## src/rtl/accel_sequencer_pkg.sv

```systemverilog
// Shared encodings for the accelerator sequencer: FSM states, post-processing modes
// and width-derivation helpers.
`ifndef ACCEL_SEQ_WIDTH_MACROS
`define ACCEL_SEQ_WIDTH_MACROS
`define ACCEL_SEQ_KLEN_W(kmax) ($clog2((kmax) + 1))
`define ACCEL_SEQ_CNT_W(kmax, n, lat) ($clog2((kmax) + 2 * (n) + (lat)))
`endif

package accel_sequencer_pkg;

  localparam logic [2:0] IDLE    = 3'd0;
  localparam logic [2:0] LOAD_W  = 3'd1;
  localparam logic [2:0] PRELOAD = 3'd2;
  localparam logic [2:0] LOAD_A  = 3'd3;
  localparam logic [2:0] COMPUTE = 3'd4;
  localparam logic [2:0] DRAIN   = 3'd5;
  localparam logic [2:0] OUTPUT  = 3'd6;
  localparam logic [2:0] DONE    = 3'd7;

  localparam logic [1:0] MODE_BYPASS  = 2'b00;
  localparam logic [1:0] MODE_RELU    = 2'b01;
  localparam logic [1:0] MODE_SOFTMAX = 2'b10;

endpackage

```

## src/rtl/accel_phase_counter.sv

```systemverilog
// Loadable down-counter with zero flag; holds at zero, load has priority over decrement.
module accel_phase_counter
  import accel_sequencer_pkg::*;
#(
  parameter int W = 8
) (
  input  logic         clk,
  input  logic         rst,
  input  logic         load,
  input  logic [W-1:0] load_val,
  input  logic         dec,
  output logic [W-1:0] count,
  output logic         zero
);

  always_ff @(posedge clk or negedge rst) begin
    if (!rst) begin
      count <= '0;
    end else if (load) begin
      count <= load_val;
    end else if (dec && (count != '0)) begin
      count <= count - 1'b1;
    end
  end

  assign zero = (count == '0);

endmodule

```

## src/rtl/accel_sequencer.sv

```systemverilog
// Job sequencer for the systolic-array datapath: weight load, preload, activation load,
// compute, drain, handshaked readout. Optional ACCEL_SEQ_PERF_EN adds busy/stall counters.
module accel_sequencer
  import accel_sequencer_pkg::*;
#(
  parameter int ARRAY_W = 8,
  parameter int K_MAX   = 256,
  parameter int OUT_LAT = 8,
  parameter int CNT_W   = $clog2(K_MAX + 2 * ARRAY_W + OUT_LAT),
  localparam int KW     = $clog2(K_MAX + 1)
) (
  input  logic          clk,
  input  logic          rst,
  input  logic          start,
  input  logic [KW-1:0] k_len,
  input  logic [1:0]    mode,
  output logic          busy,
  output logic          done,
  output logic          weight_buffer_load_en,
  output logic          weight_buffer_out_en,
  output logic          write_weight_en,
  output logic          input_buffer_load_en,
  output logic          input_buffer_out_en,
  output logic          output_buffer_load_en,
  output logic          output_buffer_out_en,
  output logic          relu_en,
  output logic          softmax_en,
  output logic          out_valid,
  input  logic          out_ready
`ifdef ACCEL_SEQ_PERF_EN
  ,
  output logic [31:0]   perf_cycles,
  output logic [31:0]   perf_stalls
`endif
);

  logic [2:0]       state;
  logic [2:0]       state_nxt;
  logic [KW-1:0]    k_reg;
  logic [1:0]       mode_reg;
  logic [KW-1:0]    k_sat;
  logic             cnt_load;
  logic [CNT_W-1:0] cnt_val;
  logic [CNT_W-1:0] cnt;
  logic             cnt_zero;
  logic             cnt_dec;
  logic [CNT_W:0]   cnt_ext;
  logic [CNT_W:0]   span;

  assign k_sat   = (k_len > KW'(K_MAX)) ? KW'(K_MAX) : k_len;
  // Timed phases always count; OUTPUT only counts accepted rows.
  assign cnt_dec = (state != OUTPUT) || out_ready;

  accel_phase_counter #(.W(CNT_W)) u_phase_cnt (
    .clk      (clk),
    .rst      (rst),
    .load     (cnt_load),
    .load_val (cnt_val),
    .dec      (cnt_dec),
    .count    (cnt),
    .zero     (cnt_zero)
  );

  always_comb begin
    state_nxt = state;
    cnt_load  = 1'b0;
    cnt_val   = '0;
    case (state)
      IDLE: begin
        if (start) begin
          if (k_sat == '0) begin
            state_nxt = DONE;
          end else begin
            state_nxt = LOAD_W;
            cnt_load  = 1'b1;
            cnt_val   = CNT_W'(ARRAY_W - 1);
          end
        end
      end
      LOAD_W: begin
        if (cnt_zero) begin
          state_nxt = PRELOAD;
          cnt_load  = 1'b1;
          cnt_val   = CNT_W'(ARRAY_W - 1);
        end
      end
      PRELOAD: begin
        if (cnt_zero) begin
          state_nxt = LOAD_A;
          cnt_load  = 1'b1;
          cnt_val   = CNT_W'(k_reg) - 1'b1;
        end
      end
      LOAD_A: begin
        if (cnt_zero) begin
          state_nxt = COMPUTE;
          cnt_load  = 1'b1;
          cnt_val   = CNT_W'(k_reg) + CNT_W'(ARRAY_W - 2);
        end
      end
      COMPUTE: begin
        if (cnt_zero) begin
          state_nxt = DRAIN;
          cnt_load  = 1'b1;
          cnt_val   = CNT_W'(OUT_LAT - 1);
        end
      end
      DRAIN: begin
        if (cnt_zero) begin
          state_nxt = OUTPUT;
          cnt_load  = 1'b1;
          cnt_val   = CNT_W'(k_reg) - 1'b1;
        end
      end
      OUTPUT: begin
        if (out_ready && cnt_zero) begin
          state_nxt = DONE;
        end
      end
      DONE:    state_nxt = IDLE;
      default: state_nxt = IDLE;
    endcase
  end

  always_ff @(posedge clk or negedge rst) begin
    if (!rst) begin
      state    <= IDLE;
      k_reg    <= '0;
      mode_reg <= '0;
    end else begin
      state <= state_nxt;
      if ((state == IDLE) && start) begin
        k_reg    <= k_sat;
        mode_reg <= mode;
      end
    end
  end

  // Capture window is the last K+N-1 cycles of COMPUTE+DRAIN, decoded from the
  // remaining count: active once at most K+N-2 cycles remain in the combined span.
  assign cnt_ext = (CNT_W + 1)'(cnt);
  assign span    = (CNT_W + 1)'(k_reg) + (CNT_W + 1)'(ARRAY_W) - (CNT_W + 1)'(2);

  assign busy                  = (state != IDLE);
  assign done                  = (state == DONE);
  assign weight_buffer_load_en = (state == LOAD_W);
  assign weight_buffer_out_en  = (state == PRELOAD);
  assign write_weight_en       = (state == PRELOAD);
  assign input_buffer_load_en  = (state == LOAD_A);
  assign input_buffer_out_en   = (state == COMPUTE);
  assign output_buffer_load_en = ((state == COMPUTE) && ((cnt_ext + (CNT_W + 1)'(OUT_LAT)) <= span))
                               || ((state == DRAIN) && (cnt_ext <= span));
  assign out_valid             = (state == OUTPUT);
  assign output_buffer_out_en  = out_valid && out_ready;
  assign relu_en               = (state == OUTPUT) && (mode_reg == MODE_RELU);
  assign softmax_en            = (state == OUTPUT) && (mode_reg == MODE_SOFTMAX);

`ifdef ACCEL_SEQ_PERF_EN
  always_ff @(posedge clk or negedge rst) begin
    if (!rst) begin
      perf_cycles <= '0;
      perf_stalls <= '0;
    end else if ((state == IDLE) && start) begin
      perf_cycles <= '0;
      perf_stalls <= '0;
    end else begin
      if (busy && (perf_cycles != '1)) perf_cycles <= perf_cycles + 1'b1;
      if ((state == OUTPUT) && !out_ready && (perf_stalls != '1)) perf_stalls <= perf_stalls + 1'b1;
    end
  end
`endif

endmodule

```

## config.mk

```make
export PLATFORM = sky130hd
export DESIGN_NAME = accel_sequencer
export DESIGN_NICKNAME = d
export VERILOG_FILES = /design/src/rtl/accel_sequencer_pkg.sv /design/src/rtl/accel_phase_counter.sv /design/src/rtl/accel_sequencer.sv
export SDC_FILE = /design/constraint.sdc
export NUM_CORES = 1
export LEC_CHECK = 0
export BUFFER_PORTS_ARGS = -buffer_cell sky130_fd_sc_hd__buf_2
export CORE_MARGIN = 2
export CORE_UTILIZATION = 55
export CTS_BUF_LIST = sky130_fd_sc_hd__clkbuf_8
export DETAILED_ROUTE_END_ITERATION = 10
export PLACE_DENSITY = 0.76
export SLEW_MARGIN = 15
export SYNTH_ARGS = -nofsm -noshare
export SYNTH_HDL_FRONTEND = slang
export SYNTH_SLANG_ARGS = --single-unit
```

## constraint.sdc

```tcl
create_clock -name clk -period 3.9 [get_ports clk]
set_input_delay 0.78 -clock clk [delete_from_list [all_inputs] [get_ports clk]]
set_output_delay 0.78 -clock clk [all_outputs]
set_load 0.005 [all_outputs]
```

Yosys cells after proc, flatten, opt, wreduce, memory -nomap -nowiden. Index checks and enable logic that the tools add are counted.

Flip-flop bits (word level): 23. Output and inout bits: 12.

Add/sub/neg operators: 6. $lt $le $gt $ge: 3. Equal/unequal tests: 17. Muxes and demuxes: 22. Reductions and logical operators: 20.

Operator list (count): $mux 9 (5); $pmux 9 s4 (1); $mux 3 (11); $pmux 3 s8 (1); $add 9x4->10 const B (2); $logic_not 9->1 (2); $sub 9x1->9 const B (2); $eq 3x3->1 const B (4); $le 10x10->1 (1); $le 9x10->1 (1); $ne 2x1->1 const B (5); $sub 10x2->10 const B (1); $add 9x3->9 const B (1); $gt 9x9->1 const B (1); $reduce_bool 9->1 (1); $logic_and 1x1->1 (8); $reduce_and 7->1 (1); $eq 3x2->1 const B (2); $reduce_or 5->1 (1); $ne 2x2->1 const B (2); $reduce_or 2->1 (2); $eq 3x1->1 const B (1); $logic_not 3->1 (1); $mux 1 (3); other kinds (7) (8).

Logic depth before layout (Yosys ltp). Gate-level depths: netlist (run 1).

Depth in word-level cells: 7. Mapped depth: 12.

Cells and area by module. From an unflattened synthesis (run 1), not the netlist that was laid out.

Cell total of the unflattened synthesis: 303. Area total of the unflattened synthesis: 2422.3 µm².

Modules (own cells, without submodules): accel_sequencer (times used 1, cells an instance 228, area an instance 1798.0 µm²); accel_phase_counter (times used 1, cells an instance 75, area an instance 624.3 µm²).

Least setup slack after synthesis (run 1). Ideal clock, no wire load.

Path kind: register -> output. From: register k_reg[1]. To: output port output_buffer_load_en. Arrival time: 2.735 ns. Path slack: 0.385 ns. Stages on the path, launching flop included: 13. Buffers on the path: 0. Path through: dfrtp_1 -> inv_1 -> ha_1 -> nand3b_1 -> xor2_1 -> ha_1 -> and3b_1 -> or2b_2 -> o21ai_0 -> nand3_2 -> o31ai_1 -> nand2_1 -> a221oi_2.

Cells in the longest elaborated chain, start to end: 5.

RTL lines: start, declared (line accel_sequencer.sv:39) `logic [KW-1:0] k_reg;`; start signal, assigned (line accel_sequencer.sv:133) `k_reg <= k_sat;`; $add 9x4->10 * (line accel_sequencer.sv:142) `assign span = (CNT_W + 1)'(k_reg) + (CNT_W + 1)'(ARRAY_W) - (CNT_W + 1)'(2);`; $sub 10x2->10 * (line accel_sequencer.sv:142); $le 10x10->1 or $le 9x10->1 (tied branches) (line accel_sequencer.sv:151, accel_sequencer.sv:152); $logic_and 1x1->1 (on tied branches) (line accel_sequencer.sv:151, accel_sequencer.sv:152); $logic_or 1x1->1 * (line accel_sequencer.sv:152) `|| ((state == DRAIN) && (cnt_ext <= span));`; end, declared (line accel_sequencer.sv:24) `output logic output_buffer_load_en,`.

Every way passes the cells marked *; elsewhere a longest branch is shown, timed or not.

Worst setup path in the final report (run 1). Same ends and word-level chain as after synthesis.

==> results.json, run 1 <==
{
  "setup_viol": 0,
  "dp.cells": 344,
  "grt_pass1_vias": 1961,
  "synth_seq_cells": 23,
  "nNetsFinal": 328,
  "hold_class": "input port to async pin",
  "synth_common_cells": "28 x nand2_1, 23 x dfrtp_1, 19 x o21ai_0",
  "whs_ns": 0.4836,
  "stdcell_area_um2": 2554,
  "drt-pass1-iter-count": 4,
  "synth_edf_count": 0,
  "clkLatencyLatePin_ns": 0.26,
  "grt.met2_usage_pct": 38.52,
  "maxCapViolCount": 0,
  "worstPathArrival_ns": 3.00,
  "rows": 24,
  "remaining_drc_errors": 0,
  "fin_cells": 349,
  "h-tree-depth": 1,
  "cts.sinks": 23,
  "worstReg2RegStart": "u_phase_cnt.count[0]",
  "hpwl_mm": 4.266,
  "postCtsHoldBufs": 0,
  "synth_warnings": 0,
  "portBuffers": 26,
  "syn_nets": 312,
  "tns_ns": 0,
  "ant_nets": 0,
  "power.density_nw_per_um2": 158.9,
  "synth.most_common_cell": "nand2_1",
  "worst_setup_path_end_kind": "output pin",
  "die_h_um": 70.01,
  "overflow": 0,
  "ios": 27,
  "grt_max_degree": 24,
  "hold_violations": 0,
  "max_freq_mhz": 264.9,
  "antenna_found_initial": 0,
  "drv_slew": 0,
  "tightestPinTransition_ns": 0.6614,
  "area_growth_pct": 6.580,
  "die_w_um": 70.01,
  "cp-start-kind": "flop",
  "busiest_layer": "met2",
  "layout-drive-gt1-share_pct": 20.88,
  "status": "finished, final reports clean",
  "cts_max_path_buffers": 2,
  "ir_drop_mv": 0.1353,
  "die_area_um2": 4901,
  "maxSlewHeadroom_pct": 55.78,
  "grt_pass1_wl_mm": 9.315,
  "clock-root-buffer": "clkbuf_8",
  "use_met1_pct": 32.69,
  "first_iter_violations": 175,
  "yosysTopAreaCellShare_pct": 24.02,
  "yosysTopAreaCell": "dfrtp_1",
  "post_dp_cell_area_um2": 2472,
  "syn-mean-instance-area_um2": 8.497,
  "ys_types": 70,
  "synthTopCellsByArea": "dfrtp_1 24%, ha_1 7.8%, nand2_1 4.4%",
  "layout_setup_ws_ns": 0.1247,
  "crit_fanout": 6,
  "core_um2": 4264,
  "r2r_end": "u_phase_cnt.count[8]",
  "async_reset_ff_share_pct": 100.0,
  "vias_per_cell": 6.069,
  "fin_crit_sh_pct": 96.80,
  "criticalPathCategory": "flop to output pin",
  "track_usage_pct": 23.28,
  "cts_tree": "done",
  "power.leakage_nw": 1.058,
  "initial_core_util_pct": 56.19,
  "gp_congestion": 0.9600,
  "numCtsBuffers": 3,
  "rsz0062_at_grt": "yes",
  "wl_per_cell_um": 16.04,
  "use_met3_pct": 2.886,
  "synth_flop_cell": "dfrtp_1",
  "dp_slack_ns": 0.1187,
  "r2r_cells": 9,
  "min_period_ns": 3.775,
  "vias": 2118,
  "netlist_instances": 282,
  "cts.reportedPaths.clkPinSlew_ns": 0.09,
  "skew_ns": 0.003292,
  "synth_seq_area_share_pct": 24.02,
  "crit_required_ns": 3.12,
  "syn_area_um2": 2396,
  "routed_wl_mm": 5.598,
  "antennaDiodeCount": 0,
  "rrSetupSlack_ns": 1.38
}
[cells by family (layout without fill, tap and decap cells)]
logic type / Yosys count / count (layout) / share of synthesized area [%]
xor+xnor: 23 / 23 / 10.24
compound gates: 78 / 78 / 23.03
fa+ha+maj: 16 / 16 / 8.303
simple gates: 103 / 103 / 23.76
buf+inv: 34 / 49 / 8.406
mux: 5 / 5 / 2.245
flops: 23 / 23 / 24.02
[cell type report]
type                    count  area (um^2)
fillers                   391         1710
multi-input cells         225         1648
flip-flops and latches     23        575.6
repair buffers             31        167.7
well taps                  52        65.06
inverters                  14        52.55
clock buffers               3        41.29
clock inverters             1        3.754
[placed cells by master (no fill, tap or decap), types with 4 or more instances in the layout]
cell / netlist / final
xor2_1: 9 / 9
a22oi_1: 4 / 4
nor3_1: 9 / 9
buf_4: 2 / 5
nor2_1: 13 / 13
dfrtp_1: 23 / 23
o22ai_1: 8 / 8
a21oi_1: 10 / 10
inv_1: 12 / 12
nand2_1: 28 / 28
nand2b_1: 9 / 9
ha_1: 15 / 14
buf_2: 5 / 26
or3_1: 4 / 4
and3_1: 4 / 4
xnor2_1: 11 / 11
nand3_1: 11 / 11
o21ai_1: 5 / 5
nor3b_1: 4 / 4
o21ai_0: 19 / 18
[worst max-delay path, cell delays in order (launching register included)]
cell and delay [ns]:
dfrtp_1 0.38, inv_2 0.07, ha_4 0.18, nand3b_1 0.21, buf_4 0.19, nor2_4 0.15
xnor2_1 0.20, ha_1 0.30, nor2b_1 0.14, a21oi_1 0.16, o211ai_1 0.10, a31o_1 0.23
a221oi_2 0.26, buf_2 0.15
[repair_timing]
| action | CTS | global route |
|---|---|---|
| pin swaps | 0 | 1 |
| setup buffers | 1 | 0 |
| gates resized for setup | 2 | 6 |
| setup endpoints to repair | 1 | 1 |
[through the flow]
| step | util, % | power [mW] |
|---|---|---|
| 3_5_place_dp | 57.98 | 0.2614 |
| 3_3_place_gp | 57.98 | 0.2607 |
| 6_report | 59.89 | 0.4057 |
| 4_1_cts | 59.27 | 0.4082 |
| 5_1_grt | 59.89 | 0.4225 |
| 2_1_floorplan | - | 0.2477 |
[power breakdown]
group          leakage (nW)  switching, mW  internal (mW)
combinational         0.744         0.0102        0.00752
sequential            0.287              0          0.238
clock                0.0269         0.0794         0.0704
total                  1.06         0.0896          0.316
[per-layer routing]
metal  up-vias  wire [um]
met5         -          0
met4         0         29
met3         2        255
met2        55       2720
met1      1011       2593
li1       1050          -
[worst max-delay path by stage]
stage | from | end | slack (ns) | cells past startpoint
final | k_reg[1] | output_buffer_load_en | 0.12 | 13
after CTS | k_reg[1] | output_buffer_load_en | 0.007 | 13
after global routing | k_reg[1] | output_buffer_load_en | -0.05 | 13
after detailed placement | k_reg[1] | output_buffer_load_en | 0.12 | 13
after global placement | k_reg[1] | output_buffer_load_en | 0.28 | 13
after floorplan | k_reg[1] | output_buffer_load_en | 0.38 | 12
Note: power is estimated with default switching activity, not from simulation.
==> run 2: changes to the inputs <==
--- a/config.mk
+++ b/config.mk
@@ -5,6 +5,7 @@
 export SDC_FILE = /design/constraint.sdc
 export NUM_CORES = 1
 export LEC_CHECK = 0
+export ABC_AREA = 1
 export BUFFER_PORTS_ARGS = -buffer_cell sky130_fd_sc_hd__buf_2
 export CORE_MARGIN = 2
 export CORE_UTILIZATION = 55
==> results.json, run 2 <==
{
  "synth_edf_count": 0,
  "tns_ns": 0,
  "remaining_drc_errors": 0,
  "synthAdderAreaFrac_pct": 7.941,
  "crit_required_ns": 3.12,
  "syn_nets": 392,
  "cts.reportedPaths.clkPinSlew_ns": 0.08,
  "postCtsHoldBufs": 0,
  "async_reset_ff_share_pct": 100.0,
  "nNetsFinal": 417,
  "min_period_ns": 3.498,
  "cp_common_cell": "nand2_1",
  "portBuffers": 26,
  "maxCapViolCount": 0,
  "power.leakage_nw": 1.429,
  "clockPowerShare_pct": 6.8,
  "synth_simple_gate_area_share_pct": 36.84,
  "rows": 23,
  "syn-mean-instance-area_um2": 6.529,
  "cp-start-kind": "flop",
  "crit_fanout": 5,
  "core_um2": 4058,
  "tightestPinTransition_ns": 0.8898,
  "skew_ns": 0.001264,
  "crit_path_max_incr_delay_ns": 0.41,
  "routed_wl_mm": 5.448,
  "numCtsBuffers": 3,
  "rsz0062_at_grt": "no",
  "power.share.switching_pct": 54.06,
  "ys_types": 32,
  "synth_warnings": 0,
  "status": "finished, final reports clean",
  "grt_pass1_wl_mm": 9.128,
  "ir_drop_mv": 0.4026,
  "final_common_cell": "nand2_1",
  "path_buf_inv": 3,
  "p_sw_mw": 1.205,
  "yosysTopAreaCell": "dfrtp_1",
  "max_freq_mhz": 285.8,
  "synth_compound_area_share_pct": 13.87,
  "vias": 2338,
  "track_usage_pct": 22.96,
  "synth.most_common_cell": "nand2_1",
  "maxSlewHeadroom_pct": 40.46,
  "netlist_instances": 362,
  "synthTopCellsByArea": "dfrtp_1 24%, nand2_1 15%, inv_1 9.5%",
  "syn_area_um2": 2364,
  "finalPower_mw": 2.229,
  "clock-root-buffer": "clkbuf_8",
  "cts_max_path_buffers": 2,
  "cp_slowest_cell": "dfrtp_1",
  "die_h_um": 69.56,
  "first_iter_violations": 118,
  "rrSetupSlack_ns": 1.63,
  "hpwl_mm": 4.502,
  "area_growth_pct": 8.417,
  "grt_pass1_vias": 2055,
  "wl_per_cell_um": 12.50,
  "criticalPathCategory": "flop to output pin",
  "hold_class": "input port to async pin",
  "layout-drive-gt1-share_pct": 14.25,
  "drv_slew": 0,
  "power.density_nw_per_um2": 870.0,
  "hold_violations": 0,
  "cp_cell_sequence": "inv_1 -> ha_1 -> inv_1 -> nand2_1 -> o21ai_0 -> o21ai_0 -> ha_1 -> and3_1 -> nand2_1 -> nor2_1 -> nand4_1 -> nand3_1 -> nand2_1 -> nand2_1 -> nand2_1 -> buf_2",
  "yosysTopAreaCellShare_pct": 24.35,
  "initial_core_util_pct": 58.25,
  "drt-pass1-iter-count": 7,
  "synth_seq_cells": 23,
  "overflow": 0,
  "setup_viol": 0,
  "grt_max_degree": 24,
  "synth_top_family_by_area": "simple AND/OR/NAND/NOR gates",
  "n_fill_cell": 367,
  "power_frac_seq_pct": 23.6,
  "gp_congestion": 0.8739,
  "final_cell_mix": "96 x nand2_1, 61 x inv_1, 29 x nand3_1, 28 x nor2_1, 26 x buf_2",
  "cts.sinks": 23,
  "antennaDiodeCount": 0,
  "combPwrFrac_pct": 69.6,
  "ios": 27,
  "synth_xor_area_share_pct": 4.817,
  "synth_common_cells": "96 x nand2_1, 60 x inv_1, 29 x nand3_1",
  "ctsResizeCount": 0,
  "vias_per_cell": 5.362,
  "die_area_um2": 4838,
  "path_delay_family": "simple AND/OR/NAND/NOR gates",
  "synth_seq_area_share_pct": 24.35,
  "antenna_found_initial": 0,
  "synth_flop_cell": "dfrtp_1",
  "post_cts_buffers": 0,
  "clkLatencyLatePin_ns": 0.27,
  "worstPathArrival_ns": 2.72,
  "cts_tree": "done",
  "synth.area.mux_share_pct": 0,
  "p_int_mw": 1.024,
  "worst_setup_path_end_kind": "output pin",
  "die_w_um": 69.56,
  "h-tree-depth": 1,
  "ant_nets": 0,
  "fin_crit_sh_pct": 89.71
}
run 2: cell types whose count changed after synthesis, sizes merged, moves of 5 or more:
cell,change
a21oi,-5
nand2b,-9
clkbuf,-7
nand2,+73
nor2,+25
o22ai,+8
buf,-7
nand3,+18
nand4,+6
and3,-5
xnor2,-11
inv,+52
run 2: through the flow:
stage	hold WS, ns	cell area (um^2)	instances	setup WS (ns)	utilization (%)
CTS	0.5043	2562	436	0.4161	63.15
detailed placement	0.5090	2517	432	0.7214	62.04
global route	0.5260	2562	436	0.1059	63.15
global placement	0.5006	2517	432	0.7544	62.04
finish	0.4804	2562	436	0.4015	63.15
floorplan	0.4651	2364	362	1.100	-
run 2: logic make-up after synthesis:
group / after synthesis
AOI/OAI and AO/OA: 54
xor gates and xnor gates: 13
adders and majority gates: 15
buffers and inverters: 71
DFF: 23
and+or+nand+nor: 186
run 2: final cells by class:
type	count	area, um^2	area share [%]
multi-input combinational	268	1500	58.54
sequential	23	575.6	22.46
inverter	65	249.0	9.717
timing repair buffer	26	130.1	5.078
tap	50	62.56	2.441
clock buffer	3	41.29	1.611
clock inverter	1	3.754	0.1465
run 2: path summary, 6_finish.rpt:
path                                          to   startpoint  depth (start not counted)
min in group clk                     mode_reg[0]  mode_reg[0]                          2
min reg2reg                          mode_reg[0]  mode_reg[0]                          2
max                        output_buffer_load_en     k_reg[1]                         16
min                                  mode_reg[0]          rst                          1
max in group asynchronous   u_phase_cnt.count[7]          rst                          1
max reg2reg                 u_phase_cnt.count[1]     state[0]                          8
run 2: worst register-to-register path, cell delays in order (launching register included):
cell and delay [ns]:
dfrtp_1 0.41, nor2_1 0.19, nand2_1 0.13, nor2_1 0.69, nand2_2 0.19, nand2_4 0.17
nand3_1 0.12, a21oi_1 0.17, o22ai_1 0.09
run 2: routing by layer:
metal / up-vias / routed length [um] / global-route usage, %
met5: - / 0 / 0
met4: 0 / 71 / 5.011
met3: 9 / 226 / 2.035
met2: 54 / 2599 / 39.74
met1: 1058 / 2551 / 31.17
li1: 1217 / - / -
run 2: power groups by stage:
stage	Clock [mW]	Sequential [mW]	Combinational (mW)
after global placement	0	0.527	1.52
after CTS	0.152	0.525	1.55
after global routing	0.164	0.549	1.76
after floorplan	0	0.460	1.28
after detailed placement	0	0.530	1.54
final	0.152	0.526	1.55
